`src/rtl/bcharger_cmp_sched.sv`:
```
// bcharger_cmp_sched: time-shares one comparator across the charger thresholds,
// debouncing the active phase's flag and flagging phase timeouts.
module bcharger_cmp_sched #(
  parameter int SETTLE_CYCLES = 4,
  parameter int DEB_COUNT     = 3,
  parameter int INTERVAL      = 8,
  parameter int TIMEOUT_SLOTS = 1024
) (
  input  logic       clk,
  input  logic       reset,
  input  logic       enable,
  input  logic       trkl,
  input  logic       fast,
  input  logic       vconst,
  input  logic       done,
  input  logic       cmp_out,
  output logic       cmp_en,
  output logic [1:0] cmp_sel,
  output logic       vtrkl,
  output logic       vterm,
  output logic       iterm,
  output logic       vrchrg,
  output logic       fault
);
  localparam int CMAX = SETTLE_CYCLES > INTERVAL ? SETTLE_CYCLES : INTERVAL;
  localparam int CW = $clog2(CMAX + 1);
  localparam int DW = $clog2(DEB_COUNT + 1);
  localparam int TW = $clog2(TIMEOUT_SLOTS + 1);
  typedef enum logic [1:0] {IDLE, SETTLE, SAMPLE, WAIT} state_t;
  state_t st_q, st_d;
  logic [3:0] ph_in, ph_q;
  logic [1:0] ch, sel_q, sel_d;
  logic [CW-1:0] cnt_q, cnt_d;
  logic [DW-1:0] deb_q, deb_d;
  logic [TW-1:0] slot_q, slot_d;
  logic flag_q, flag_d, fault_q, fault_d;
  logic ph_ok, ph_chg, diff, deb_hit, settle_end, wait_end;
  assign ph_in = {done, vconst, fast, trkl};
  assign ph_ok = $onehot(ph_in);
  assign ph_chg = ph_in != ph_q;
  assign ch = ph_in[3] ? 2'd3 : ph_in[2] ? 2'd2 : ph_in[1] ? 2'd1 : 2'd0;
  assign diff = cmp_out != flag_q;
  assign deb_hit = diff && deb_q == DW'(DEB_COUNT - 1);
  assign settle_end = cnt_q == CW'(SETTLE_CYCLES - 1);
  assign wait_end = cnt_q == CW'(INTERVAL - 1);
  always_comb begin
    st_d = st_q;
    sel_d = sel_q;
    cnt_d = cnt_q;
    deb_d = deb_q;
    flag_d = flag_q;
    slot_d = slot_q;
    fault_d = fault_q;
    if (!enable) begin
      st_d = IDLE;
      cnt_d = '0;
      deb_d = '0;
      flag_d = ph_chg ? 1'b0 : flag_q;
      slot_d = ph_chg ? '0 : slot_q;
    end else if (!ph_ok) begin
      st_d = IDLE;
      cnt_d = '0;
      deb_d = '0;
      flag_d = 1'b0;
      slot_d = '0;
      fault_d = 1'b1;
    end else if (ph_chg || st_q == IDLE) begin
      // a phase change aborts the slot in flight, so its sample never lands
      st_d = SETTLE;
      sel_d = ch;
      cnt_d = '0;
      deb_d = '0;
      flag_d = ph_chg ? 1'b0 : flag_q;
      slot_d = ph_chg ? '0 : slot_q;
    end else begin
      case (st_q)
        SETTLE: begin
          st_d = settle_end ? SAMPLE : SETTLE;
          cnt_d = settle_end ? '0 : cnt_q + CW'(1);
        end
        SAMPLE: begin
          st_d = INTERVAL == 0 ? SETTLE : WAIT;
          cnt_d = '0;
          flag_d = deb_hit ? ~flag_q : flag_q;
          deb_d = (!diff || deb_hit) ? '0 : deb_q + DW'(1);
          // the done phase is open-ended, so its slots are never counted
          slot_d = (sel_q == 2'd3 || slot_q == TW'(TIMEOUT_SLOTS)) ? slot_q : slot_q + TW'(1);
          fault_d = fault_q | (slot_d == TW'(TIMEOUT_SLOTS));
        end
        WAIT: begin
          st_d = wait_end ? SETTLE : WAIT;
          cnt_d = wait_end ? '0 : cnt_q + CW'(1);
        end
        default: st_d = IDLE;
      endcase
    end
  end
  always_ff @(posedge clk or posedge reset) begin
    if (reset) begin
      st_q <= IDLE;
      ph_q <= '0;
      sel_q <= '0;
      cnt_q <= '0;
      deb_q <= '0;
      slot_q <= '0;
      flag_q <= 1'b0;
      fault_q <= 1'b0;
    end else begin
      st_q <= st_d;
      ph_q <= ph_in;
      sel_q <= sel_d;
      cnt_q <= cnt_d;
      deb_q <= deb_d;
      slot_q <= slot_d;
      flag_q <= flag_d;
      fault_q <= fault_d;
    end
  end
  assign cmp_en = st_q == SETTLE || st_q == SAMPLE;
  assign cmp_sel = sel_q;
  assign {vrchrg, iterm, vterm, vtrkl} = flag_q ? 4'b0001 << sel_q : 4'b0000;
  assign fault = fault_q;
endmodule
```
`config.mk`:
```
export PLATFORM = sky130hd
export DESIGN_NAME = bcharger_cmp_sched
export DESIGN_NICKNAME = d
export VERILOG_FILES = /design/src/rtl/bcharger_cmp_sched.sv
export SDC_FILE = /design/constraint.sdc
export NUM_CORES = 1
export LEC_CHECK = 0
export ABC_AREA = 1
export BUFFER_PORTS_ARGS = -buffer_cell sky130_fd_sc_hd__buf_2
export CAP_MARGIN = 0
export CELL_PAD_IN_SITES_DETAIL_PLACEMENT = 0
export CELL_PAD_IN_SITES_GLOBAL_PLACEMENT = 1
export CORE_MARGIN = 2
export CORE_UTILIZATION = 44
export CTS_CLUSTER_SIZE = 8
export DETAILED_ROUTE_END_ITERATION = 7
export PLACE_DENSITY_LB_ADDON = 0.1
export SETUP_SLACK_MARGIN = 0.4
export SKIP_CTS_REPAIR_TIMING = 1
export SYNTH_ARGS = -nofsm -noshare
export SYNTH_HDL_FRONTEND = slang
export SYNTH_SLANG_ARGS = --single-unit
```
`constraint.sdc`:
```
create_clock -name clk -period 1.8 [get_ports clk]
set_input_delay 0.36 -clock clk [delete_from_list [all_inputs] [get_ports clk]]
set_output_delay 0.36 -clock clk [all_outputs]
set_load 0.05 [all_outputs]
```
# Word level (Yosys, flattened, before mapping)
# Cells that the tools add are included.
[word_totals]
register_bits = 27
latch_bits = 0
ram_bits = 0
mem_bits_ro = 0
inputBits = 8
out_inout_bits = 8
elab_cells = 80
n_memories = 0
[op_classes]
addsub = 6
multipliers = 0
n_div = 0
order_cmp = 0
n_eq_ne = 17
shifts = 1
muxes = 36
bitwise_logic = 2
reduce_logical = 10
[ops]
columns = ["cell", "n"]
rows = [
  ["$mux 11", 6],
  ["$mux 2", 12],
  ["$mux 4", 6],
  ["$eq 11x11->1 const B", 2],
  ["$pmux 4 s3", 1],
  ["$add 11x1->11 const B", 1],
  ["$mux 1", 10],
  ["$eq 2x2->1 const B", 4],
  ["$ne 4x2->1 const B", 2],
  ["$ne 6x2->1 const B", 1],
  ["$pmux 2 s3", 1],
  ["$reduce_and 3->1", 2],
  ["$add 1x1->2", 2],
  ["$add 4x1->4 const B", 1],
  ["$eq 4x2->1 const B", 1],
  ["$eq 4x3->1 const B", 1],
  ["$logic_or 1x1->1", 4],
  ["$ne 4x4->1", 1],
  ["$shl 1x2->4 const A", 1],
  ["$add 2x2->3", 1],
  ["$eq 3x1->1 const B", 1],
  ["$add 2x1->2 const B", 1],
  ["$eq 2x1->1 const B", 1],
  ["$logic_not 2->1", 1],
  ["8 further kinds", 8],
]

# Depth between registers and ports, before layout
[logic_depth]
ltp_word = 8
depth_mapped = 15
depth_no_buf = 15

# Worst setup path before layout
# No wires, ideal clock.
[synth_path]
path_kind = "input-to-reg"
from = "input port trkl"
to = "register cnt_q[2]"
setup_time_ns = 0.113
t_arrival_ns = 2.327
required_ns = 1.687
path_slack_ns = -0.640
cell_stages = 15
n_path_buf = 0
path_cell_list = "inv_2 > fa_1 > inv_1 > ha_1 > ha_1 > nor3_2 > inv_2 > nor2_4 > inv_1 > nor2_4 > nand2_1 > inv_1 > o21ai_0 > nand2_1 > inv_1"
[synth_via]
elab_chain_len = 5
elab_cells_between_ends = 9
cone_classes = "add/sub (2); eq/ne (3); mux (3); reduce/logical (1)"
[synth_lines]
columns = ["element", "line", "rtl"]
rows = [
  ["from (decl)", "12", "input logic trkl,"],
  ["$add 1x1->2 (not written as such) or $ne 4x4->1 (tied branches)", "39, 40", ""],
  ["$add 2x2->3 (not written as such) or $logic_or 1x1->1 (tied branches)", "39, 67", ""],
  ["$eq 3x1->1 or $mux 4 (tied branches)", "39, 67", ""],
  ["$mux 4", "60", "end else if (!ph_ok) begin"],
  ["$mux 4", "54", "if (!enable) begin"],
  ["to (signal assigned)", "112", "cnt_q <= cnt_d;"],
  ["to (decl)", "33", "logic [CW-1:0] cnt_q, cnt_d;"],
]
# Several ways; a longest one is shown, not always the timed one.
# A chain may end at the register's enable or synchronous reset.

# Worst setup path in the final report
[layout_path]
from = "input port trkl"
to = "register slot_q[6]"
[layout_via]
elab_chain_len = 5
elab_cells_between_ends = 10
cone_classes = "add/sub (2); eq/ne (3); mux (4); reduce/logical (1)"
[layout_lines]
columns = ["element", "line", "rtl"]
rows = [
  ["$add 1x1->2 (not written as such) or $ne 4x4->1 (tied branches)", "39, 40", ""],
  ["$add 2x2->3 (not written as such) (tied with other cells)", "39", "assign ph_ok = $onehot(ph_in);"],
  ["$eq 3x1->1 or $mux 11 (tied branches)", "39, 67", ""],
  ["$mux 11", "60", ""],
  ["$mux 11", "54", ""],
  ["to (signal assigned)", "114", "slot_q <= slot_d;"],
  ["to (decl)", "35", "logic [TW-1:0] slot_q, slot_d;"],
]
# Several ways; a longest one is shown, not always the timed one.

==> metrics.yaml <==
global_routing:
  grt_overflow: 0
  grtUsageTotal: 0.1847
  grt_max_degree: 28
  grt_first_pass_wirelength_um: 7341
  antenna_found_initial: 0
  grt_pass1_vias: 1606
clock_network:
  numClockSinks: 27
  cts-root-buf: "clkbuf_8"
  tritoncts: "yes"
  cts_inserted_buffers: 3
  clock_latency_ps: 280
  cts_max_path_buffers: 2
  clk_pin_slew_worst_paths_ps: 110
  htreeDepth: 1
timing:
  hold_ws_ps: 135.4
  setup_viol: 21
  slew_violations: 0
  fin_crit_sh: 1.242
  fmax_ghz: 0.4473
  worst_slack_ps: -435.4
  rsz0062_at_grt: "yes"
  relSlewSlack: 0.7470
  finalClockSkew_ps: 8.745
  min_period_ps: 2235
  hold_viol: 0
  worst_slew_pin_slew_ps: 379.4
critical_path:
  critical_path.startpoint: "trkl"
  arrival_ps: 2460
  start_kind: "primary input"
  reg2reg_depth: 12
  cp-end-kind: "flip-flop"
  r2r_slack_ps: 170
  r2r_end: "fault"
  crit-reg2reg-launch: "slot_q[0]"
  required_ps: 2020
  criticalPathCategory: "primary input to flip-flop"
  crit_end: "slot_q[6]"
  critical_path.max_fanout: 5
layout:
  antennaDiodeCount: 0
  seq_area_um2: 681.9
  final_cell_count_no_fill: 358
  drive_gt1_frac: 0.4052
  final_common_cell: "nand2_1"
  fillerInstances: 386
  syn2layout_area_growth_pct: 40.03
  multi_input_area_um2: 1265
  nets: 326
  final_cell_mix: "nand2_1 (52), inv_1 (33), dfrtp_1 (24)"
yosys:
  synthDistinctLibCells: 27
  syn-cell-area_um2: 1919
  syn_nets: 276
  synth.ff_latch_count: 27
  ys_top_cells_by_area: "dfrtp_1 (35%), nand2_1 (11%), nand2_2 (9.1%), inv_1 (8.0%), ha_1 (6.5%)"
  yosysSeqAreaShare: 0.3520
  yosys_warnings: 0
  post_synth.cell_area_avg_um2: 7.468
  yosysTopAreaCell: "dfrtp_1"
  syn_inst: 257
  yosysTopAreaCellShare: 0.3520
power:
  power_frac_comb: 0.391
  power_uw: 1750
  pwr-share-clk: 0.217
  vdd_drop_max_v: 0.0007316
  p_leak_uw: 0.001480
  p_seq_frac: 0.392
  swShare: 0.3677
  switchingPower_uw: 643.5
  p_per_area_nw_per_um2: 651.2
  power.internal_uw: 1107
drt:
  drc: 0
  num_vias: 1740
  vias_per_cell: 4.860
  dr.pass1.iters: 4
  first_iter_violations: 76
  final_antenna_net_count: 0
  drt_wl_total_um: 4436
  post_drt_wl_per_cell_um: 12.39
run_status:
  status: "complete, but fails checks"
  violations: "setup timing"
job:
  cap_violations: 0
floorplan:
  start_util: 0.4501
  io-pin-count: 16
  dieArea_um2: 4906
  die_w_um: 70.05
  core-area_um2: 4264
  fp-row-count: 24
  die_height_um: 70.05
min_path:
  hold_path.class: "primary input to async pin"
place:
  placedCellCount: 338
  place_hpwl_um: 3076
  place.gp.congestion: 0.8000
  port_buffers: 15
state kept, by name, indices dropped and copies added (netlist names):
signal	count
cmp_sel	2
ph_q	4
st_q	2
slot_q	11
deb_q	2
cnt_q	4
fault	1
flag_q	1
routing by layer:
metal | global-route usage | routed length (µm) | up-vias
met4 | 0.04487 | 29 | 0
met1 | 0.2750 | 2100 | 806
met2 | 0.2847 | 2176 | 22
met5 | 0 | 0 | -
met3 | 0.02453 | 129 | 2
li1 | - | - | 910
how the worst min path moves through the flow:
stage / slack, ps / to / cells after the start / start
after global routing: 170 / cnt_q[0] / 3 / reset
after detailed placement: 460 / slot_q[10] / 3 / reset
after CTS: 140 / slot_q[10] / 3 / reset
final: 140 / cnt_q[0] / 3 / reset
after global placement: 450 / cnt_q[0] / 3 / reset
after floorplan: 390 / ph_q[0] / 0 / trkl
cells in the mapped netlist (all sizes together):
library cell and instances:
nand4 4, xor2 7, inv 44, nor2 24, nor3 5, o21ai 8, dfrtp 27, o22ai 3
buf 2, nand3b 2, a21oi 7, nand2 87, ha 10, fa 1, nand3 22, a31oi 1
o31ai 2, o21bai 1
cells by family after synthesis:
logic type | Yosys count | share of synthesized area
xor+xnor | 7 | 0.03194
fa+ha+maj | 11 | 0.07562
compound gates | 22 | 0.06584
buf+inv | 46 | 0.09452
simple gates | 144 | 0.3801
flops | 27 | 0.3520
final cells by class:
type / count / share of cell area
Multi-Input combinational cell: 184 / 0.4707
Timing Repair Buffer: 47 / 0.1653
Clock buffer: 3 / 0.01536
Clock inverter: 1 / 0.003259
Sequential cell: 27 / 0.2537
Tap cell: 52 / 0.02421
Inverter: 44 / 0.06750
critical path, cell delays in order:
cell	delay [ps]
buf_8	80
inv_4	30
fa_1	520
inv_1	40
ha_2	170
ha_4	220
nor3_4	170
inv_2	70
nor2_4	130
inv_4	70
nor2_4	160
nand2_2	80
nand2_4	100
clkbuf_16	160
nand2_4	40
nand2_2	50
per-stage QoR:
step           setup TNS (ps)  setup WS [ps]  area, µm²  utilization
4_1_cts                 -7722         -467.4       2307       0.5411
5_1_grt                 -9831         -563.0       2688       0.6303
2_1_floorplan           -8472         -508.2       2007            -
6_report                -7186         -435.4       2688       0.6303
3_5_place_dp           -14680         -759.6       2257       0.5293
3_3_place_gp           -14180         -741.1       2257       0.5293
power by group through the flow:
stage	registers (µW)	clock network, µW	logic [µW]
2_1_floorplan	793	0	227
3_3_place_gp	722	0	401
3_5_place_dp	724	0	401
4_1_cts	713	397	403
5_1_grt	690	414	740
6_report	685	381	684
Note: power is estimated with default switching activity, not from simulation.
